$ cat src/rtl/r2mdc_commutator.sv
`default_nettype none
// ============================================================================
// Module   : r2mdc_commutator
// Brief    : Radix-2 MDC inter-stage delay commutator with self-draining flush.
// Revision : 1.0 - initial release
// ============================================================================
module r2mdc_commutator #(
    parameter int BIT_LEN = 14,
    parameter int DELAY   = 2
) (
    input  logic               clk,
    input  logic               reset,
    input  logic               valid_in,
    input  logic               last_in,
    input  logic [BIT_LEN-1:0] A_in,
    input  logic [BIT_LEN-1:0] B_in,
    output logic               ready_out,
    output logic [BIT_LEN-1:0] A_out,
    output logic [BIT_LEN-1:0] B_out,
    output logic               valid_out,
    output logic               last_out
);

    localparam int c_CW = (DELAY > 1) ? $clog2(2 * DELAY) : 1;
    localparam int c_SB = (DELAY > 1) ? $clog2(DELAY) : 0;

    localparam logic [c_CW-1:0] c_CNT_LAST   = c_CW'(2 * DELAY - 1);
    localparam logic [c_CW-1:0] c_FLUSH_LAST = c_CW'(DELAY - 1);

    localparam logic [1:0] c_IDLE  = 2'd0;
    localparam logic [1:0] c_RUN   = 2'd1;
    localparam logic [1:0] c_FLUSH = 2'd2;

    logic [1:0]         r_state;
    logic [1:0]         w_next_state;
    logic [c_CW-1:0]    r_cnt;
    logic               r_first;
    logic [BIT_LEN-1:0] r_bdl [DELAY];
    logic [BIT_LEN-1:0] r_xdl [DELAY];

    logic               w_step;
    logic               w_frame_end;
    logic               w_sel;
    logic               w_prime;
    logic [BIT_LEN-1:0] w_a;
    logic [BIT_LEN-1:0] w_b;
    logic [BIT_LEN-1:0] w_bd;
    logic [BIT_LEN-1:0] w_x;
    logic [BIT_LEN-1:0] w_y;
    logic [BIT_LEN-1:0] w_xd;

    always_ff @(posedge clk) begin
        if (reset) begin
            r_state <= c_IDLE;
        end else begin
            r_state <= w_next_state;
        end
    end

    // FLUSH feeds zeros so the last DELAY b-pairs drain without upstream input.
    always_comb begin
        w_next_state = r_state;
        w_step       = 1'b0;
        w_frame_end  = 1'b0;
        w_a          = A_in;
        w_b          = B_in;
        case (r_state)
            c_IDLE: begin
                if (valid_in) begin
                    w_step       = 1'b1;
                    w_next_state = c_RUN;
                end
            end
            c_RUN: begin
                if (valid_in) begin
                    w_step = 1'b1;
                    if (last_in && (r_cnt == c_CNT_LAST)) begin
                        w_next_state = c_FLUSH;
                    end
                end
            end
            c_FLUSH: begin
                w_step = 1'b1;
                w_a    = '0;
                w_b    = '0;
                if (r_cnt == c_FLUSH_LAST) begin
                    w_frame_end  = 1'b1;
                    w_next_state = c_IDLE;
                end
            end
            default: begin
                w_next_state = c_IDLE;
            end
        endcase
    end

    assign ready_out = (r_state != c_FLUSH);
    assign w_sel     = r_cnt[c_SB];
    assign w_bd      = r_bdl[DELAY-1];
    assign w_xd      = r_xdl[DELAY-1];
    assign w_x       = w_sel ? w_bd : w_a;
    assign w_y       = w_sel ? w_a  : w_bd;
    // The first half-group of a frame only fills the delay lines.
    assign w_prime   = r_first && !w_sel;

    always_ff @(posedge clk) begin
        if (reset) begin
            r_cnt   <= '0;
            r_first <= 1'b1;
        end else if (w_step) begin
            if (w_frame_end) begin
                r_cnt   <= '0;
                r_first <= 1'b1;
            end else begin
                r_cnt <= r_cnt + c_CW'(1);
                if (w_sel) begin
                    r_first <= 1'b0;
                end
            end
        end
    end

    always_ff @(posedge clk) begin
        if (reset) begin
            for (int i = 0; i < DELAY; i++) begin
                r_bdl[i] <= '0;
                r_xdl[i] <= '0;
            end
        end else if (w_step) begin
            r_bdl[0] <= w_b;
            r_xdl[0] <= w_x;
            for (int i = 1; i < DELAY; i++) begin
                r_bdl[i] <= r_bdl[i-1];
                r_xdl[i] <= r_xdl[i-1];
            end
        end
    end

    always_ff @(posedge clk) begin
        if (reset) begin
            A_out     <= '0;
            B_out     <= '0;
            valid_out <= 1'b0;
            last_out  <= 1'b0;
        end else begin
            valid_out <= w_step && !w_prime;
            last_out  <= w_frame_end;
            if (w_step) begin
                A_out <= w_xd;
                B_out <= w_y;
            end
        end
    end

endmodule
`default_nettype wire

$ cat config.mk
export PLATFORM = sky130hd
export DESIGN_NAME = r2mdc_commutator
export DESIGN_NICKNAME = d
export VERILOG_FILES = /design/src/rtl/r2mdc_commutator.sv
export SDC_FILE = /design/constraint.sdc
export NUM_CORES = 1
export LEC_CHECK = 0
export ABC_AREA = 1
export BUFFER_PORTS_ARGS = -buffer_cell sky130_fd_sc_hd__buf_4
export CAP_MARGIN = 20
export CORE_ASPECT_RATIO = 1.75
export CORE_MARGIN = 5
export CORE_UTILIZATION = 30
export CTS_BUF_LIST = sky130_fd_sc_hd__clkbuf_4 sky130_fd_sc_hd__clkbuf_8
export DETAILED_ROUTE_END_ITERATION = 10
export PLACE_DENSITY = 0.5
export SLEW_MARGIN = 25
export SYNTH_ARGS = -nofsm -noshare
export SYNTH_HDL_FRONTEND = slang
export SYNTH_SLANG_ARGS = --single-unit
$ cat constraint.sdc
create_clock -name clk -period 5 [get_ports clk]
set_clock_uncertainty 0.1 [all_clocks]
set_input_delay 0.5 -clock clk [delete_from_list [all_inputs] [get_ports clk]]
set_output_delay 0.5 -clock clk [all_outputs]
set_load 0.01 [all_outputs]
==> results.toml, run 1 <==
[die]
die_h_um = 157
ioPinCount = 63
die_w_um = 93.8
start_util = 0.306
core_area_um2 = 12100
design.die.area_um2 = 14700
core.rowCount = 53

[yosys]
synth_common_cells = "nand2_1 (107), nor2_1 (65), edfxtp_1 (56)"
async_flop_share = 0
netlist-cell-type-count = 22
synth_seq_cells = 91
synth_edf_count = 56
yosysMostFrequentCell = "nand2_1"
synth_cells = 377
ys_top_cells_by_area = "edfxtp_1 (46%), dfxtp_1 (19%), nand2_1 (11%)"
ys_seq_area_frac = 0.646
ys.flop_type = "edfxtp_1"
yosys.area.top_type = "edfxtp_1"
synth_top_area_frac = 0.456
syn_nets = 409
syn-cell-area_um2 = 3690
yosysWarnings = 0
synth_area_per_cell_um2 = 9.79

[route]
vias = 2544
wl_per_cell_um = 12.4
antenna_left = 0
drc_errors = 0
drtIter0Drc = 118
drt_pass1_iterations = 4
drt_wl_total_um = 7470
viasPerCell = 4.21

[placed_design]
io_buffers = 62
placed_area_um2 = 4280
preCtsSetupSlack_ns = 2.38
place_congestion = 0.778
dp_hpwl_um = 5030

[setup_path]
endpoint_kind = "flip-flop"
rr_worst_depth = 6
r2r-start = "r_state[1]"
arrival_ns = 2.37
cp-startpoint = "r_state[1]"
cp.required_ns = 4.90
critical_path_class = "reg2reg"
path_max_fanout = 36
startpoint_type = "flip-flop"

[finish]
area_growth_pct = 21.4
stdcell_area_um2 = 4480
final_util = 0.371
nets = 466
drive_gt1_frac = 0.232
antenna_cells = 0

[clocking]
cts_setup_buffers = 0
cts_buffer_depth = 2
cts_buffers = 9
htree_num_levels = 3
worstSkewPairLatency_ns = 0.35
cts_resized = 0
clock_sinks = 91
cts.clk_slew.worst_paths_ns = 0.08
cts_root_buf = "clkbuf_8"
postCtsHoldBufs = 0
cts_tree = "done"

[job]
maxCapViolCount = 0

[global_routing]
antenna_found_initial = 0
use_met3 = 0.0221
grt_busiest_layer = "met2"
met2_usage = 0.193
grt_pass1_vias = 2593
grt_use_total = 0.108
grt_pass1_wl_um = 12200
grt_start_max_net_pins = 44
grt_util_met1 = 0.116
overflow = 0

[min_path]
hp-class = "in2reg"
hold_start = "reset"
hold_depth = 2

[power_and_ir_drop]
p_leak_uw = 0.00204
finalPower_uw = 1490
ir_worst_vdd_uv = 104
power_density_nw_per_um2 = 332

[timing]
slew_headroom = 0.297
rsz0062_at_grt = "no"
min_period_over_period = 0.493
setup_slack_ns = 2.53
fin_setup_tns_ns = 0
worst_pin_slew_ns = 1.05
fmaxAchievable_ghz = 0.405
slew_viol_final = 0
hold_violations = 0
setup_viol = 0
fin_crit_ns = 2.47

[run_status]
status = "complete, no violations"
[worst paths after layout]
check / to / slack [ns]
worst min-delay path: last_out / 0.32
worst max register to register: r_xdl[1][1] / 2.53
worst min register to register: A_out[4] / 0.34
worst max-delay path: r_xdl[1][1] / 2.53
[state kept, by name, summed over array words and instances, names as in the netlist]
name       flops
r_xdl         28
valid_out      1
r_cnt          2
B_out         14
A_out         14
last_out       1
r_first        1
r_bdl         28
r_state        2
[where the power goes]
part	leakage (uW)	internal, uW	total (uW)	switching, uW
Sequential	0.000905	846	869	22.7
Combinational	0.00103	55.2	133	78.3
Clock	0.000107	246	483	237
Total	0.00204	1150	1490	338
[cell usage in the layout (no fill, tap or decap)]
| cell | count |
|---|---|
| dfxtp_1 | 35 |
| inv_2 | 4 |
| o21ai_0 | 2 |
| a31oi_1 | 1 |
| buf_4 | 64 |
| nor2_8 | 1 |
| clkinv_2 | 1 |
| a21oi_1 | 3 |
| nand2_1 | 107 |
| nand2_2 | 5 |
| a211oi_1 | 4 |
| clkbuf_8 | 13 |
| inv_1 | 47 |
| nand3_1 | 3 |
| nand2_4 | 1 |
| o211ai_1 | 14 |
| nor2_2 | 1 |
| a211oi_2 | 10 |
| nor2_1 | 65 |
| edfxtp_1 | 56 |
| clkbuf_4 | 2 |
[per-layer routing]
metal,vias to the layer above,part of all wire
li1,1305,-
met1,1175,0.40
met2,59,0.54
met3,5,0.041
met4,0,0.017
met5,-,0
[layout make-up]
class                   instances  area, um^2
fillers                      1278        7590
flip-flops and latches         91        2380
multi-input cells             217        1020
repair buffers                 64         480
well taps                     165         206
clock buffers                  15         194
inverters                      51         191
clock inverters                 1        5.00
[through the flow]
stage	hold WS, ns	instances
after floorplan	0.312	377
after global placement	0.318	588
after detailed placement	0.319	588
after CTS	0.287	604
after global routing	0.302	604
final	0.319	604
[cells by family after synthesis]
kind of cell,Yosys count,share of synthesized area
compound gates,34,0.0790
simple gates,183,0.198
flops,91,0.646
buf+inv,69,0.0777
[critical path: stages (launching register included)]
cell     delay (ns)
dfxtp_1        0.41
nand2_2        0.27
nand2_2        0.17
nor2_2         0.04
buf_4          0.23
inv_2          0.38
buf_4          0.49
Power figures use the tool's default switching activity.
==> run 2, diff against run 1 <==
--- a/config.mk
+++ b/config.mk
@@ -13,7 +13,7 @@
 export CORE_UTILIZATION = 30
 export CTS_BUF_LIST = sky130_fd_sc_hd__clkbuf_4 sky130_fd_sc_hd__clkbuf_8
 export DETAILED_ROUTE_END_ITERATION = 10
-export PLACE_DENSITY = 0.5
+export PLACE_DENSITY = 0.52
 export SLEW_MARGIN = 25
 export SYNTH_ARGS = -nofsm -noshare
 export SYNTH_HDL_FRONTEND = slang
==> constraint.sdc (replaced) <==
create_clock -name clk -period 2.1 [get_ports clk]
set_clock_uncertainty 0.1 [all_clocks]
set_input_delay 0.21 -clock clk [delete_from_list [all_inputs] [get_ports clk]]
set_output_delay 0.21 -clock clk [all_outputs]
set_load 0.01 [all_outputs]
==> results.toml, run 2 (synthesis gave the netlist of run 1 again) <==
[run_status]
status = "complete, no violations"

[finish]
final_common_cell = "nand2_1"
drive_gt1_frac = 0.240
antenna_cells = 0
nets = 472
area_growth_pct = 22.5
reg_top3 = "r_bdl (28), r_xdl (28)"
final_cell_mix = "nand2_1 (107), buf_4 (70), nor2_1 (65), edfxtp_1 (56), inv_1 (48)"
final_util = 0.374

[global_routing]
grt_pass1_wl_um = 11900
antenna_found_initial = 0
grt_start_max_net_pins = 33
overflow = 0
grt_use_total = 0.105
grt_pass1_vias = 2474

[min_path]
hold_start = "reset"
hp-class = "in2reg"

[die]
core_area_um2 = 12100
start_util = 0.306
ioPinCount = 63
die_w_um = 93.8
core.rowCount = 53
design.die.area_um2 = 14700
die_h_um = 157

[placed_design]
place_congestion = 0.729
dp_hpwl_um = 4950
io_buffers = 62

[clocking]
clock_sinks = 91
cts_resized = 0
htree_num_levels = 3
postCtsHoldBufs = 0
cts.clk_slew.worst_paths_ns = 0.08
cts_root_buf = "clkbuf_8"
cts_tree = "done"
cts_setup_buffers = 0
cts_buffer_depth = 2
cts_buffers = 9
worstSkewPairLatency_ns = 0.35

[setup_path]
critical_path_class = "reg2out"
startpoint_type = "flip-flop"
endpoint = "ready_out"
rr_endpoint = "r_bdl[0][17]"
arrival_ns = 1.26
path_max_fanout = 16
rrSetupSlack_ns = 0.60
cp-startpoint = "r_state[0]"
endpoint_kind = "output pin"
rr_worst_depth = 6
cp.required_ns = 1.79
r2r-start = "r_state[1]"

[route]
drt_pass1_iterations = 4
wl_per_cell_um = 12.1
vias = 2529
viasPerCell = 4.15
drt_wl_total_um = 7360
antenna_left = 0
drtIter0Drc = 163
drc_errors = 0

[timing]
slew_viol_final = 0
setup_viol = 0
fmaxAchievable_ghz = 0.638
rsz0062_at_grt = "no"
fin_crit_ns = 1.57
fin_setup_tns_ns = 0
worst_pin_slew_ns = 0.422
min_period_over_period = 0.747
slew_headroom = 0.718
hold_violations = 0

[power_and_ir_drop]
p_leak_uw = 0.00207
power_density_nw_per_um2 = 788
ir_worst_vdd_uv = 279

[job]
maxCapViolCount = 0
-- run 2: worst max-delay path, stage by stage (launching register included) --
cell,delay (ns)
dfxtp_1,0.38
inv_2,0.07
nand2_2,0.07
buf_4,0.23
buf_4,0.16
-- run 2: metal layers --
layer | vias to the layer above | track usage | routed length, um
li1 | 1318 | - | -
met1 | 1152 | 0.116 | 2950
met2 | 50 | 0.187 | 3960
met3 | 9 | 0.0236 | 304
met4 | 0 | 0.0523 | 150
met5 | - | 0 | 0
-- run 2: through the flow --
step	setup WS [ns]	hold slack, ns	total power (uW)	std cells	area (um^2)
6_report	0.532	0.0235	3560	610	4520
5_1_grt	0.454	0.00742	3740	610	4520
4_1_cts	0.510	0.000699	3610	610	4520
3_5_place_dp	0.610	0.322	2440	594	4330
3_3_place_gp	0.659	0.318	2430	594	4330
2_1_floorplan	0.0982	0.312	2290	377	3690
-- run 2: how the worst min path moves through the flow --
| stage | to | slack, ns | cells after the start |
|---|---|---|---|
| after floorplan | A_out[0] | 0.31 | 2 |
| after global placement | A_out[5] | 0.32 | 2 |
| after detailed placement | A_out[10] | 0.32 | 2 |
| after CTS | last_out | 0.0007 | 2 |
| after global routing | r_state[1] | 0.007 | 2 |
| final | last_out | 0.02 | 2 |
-- run 2: where the power goes --
group / leakage [uW] / internal, uW / switching, uW
Combinational: 0.00106 / 137 / 198
Clock: 0.000106 / 573 / 596
Sequential: 0.000905 / 2010 / 43.2
-- run 2: area by class of cell --
| class | count | area [um^2] |
|---|---|---|
| Clock buffer | 10 | 138 |
| Clock inverter | 6 | 55.1 |
| Fill cell | 1266 | 7550 |
| Inverter | 51 | 191 |
| Multi-Input combinational cell | 217 | 1020 |
| Sequential cell | 91 | 2380 |
| Tap cell | 165 | 206 |
| Timing Repair Buffer | 70 | 526 |
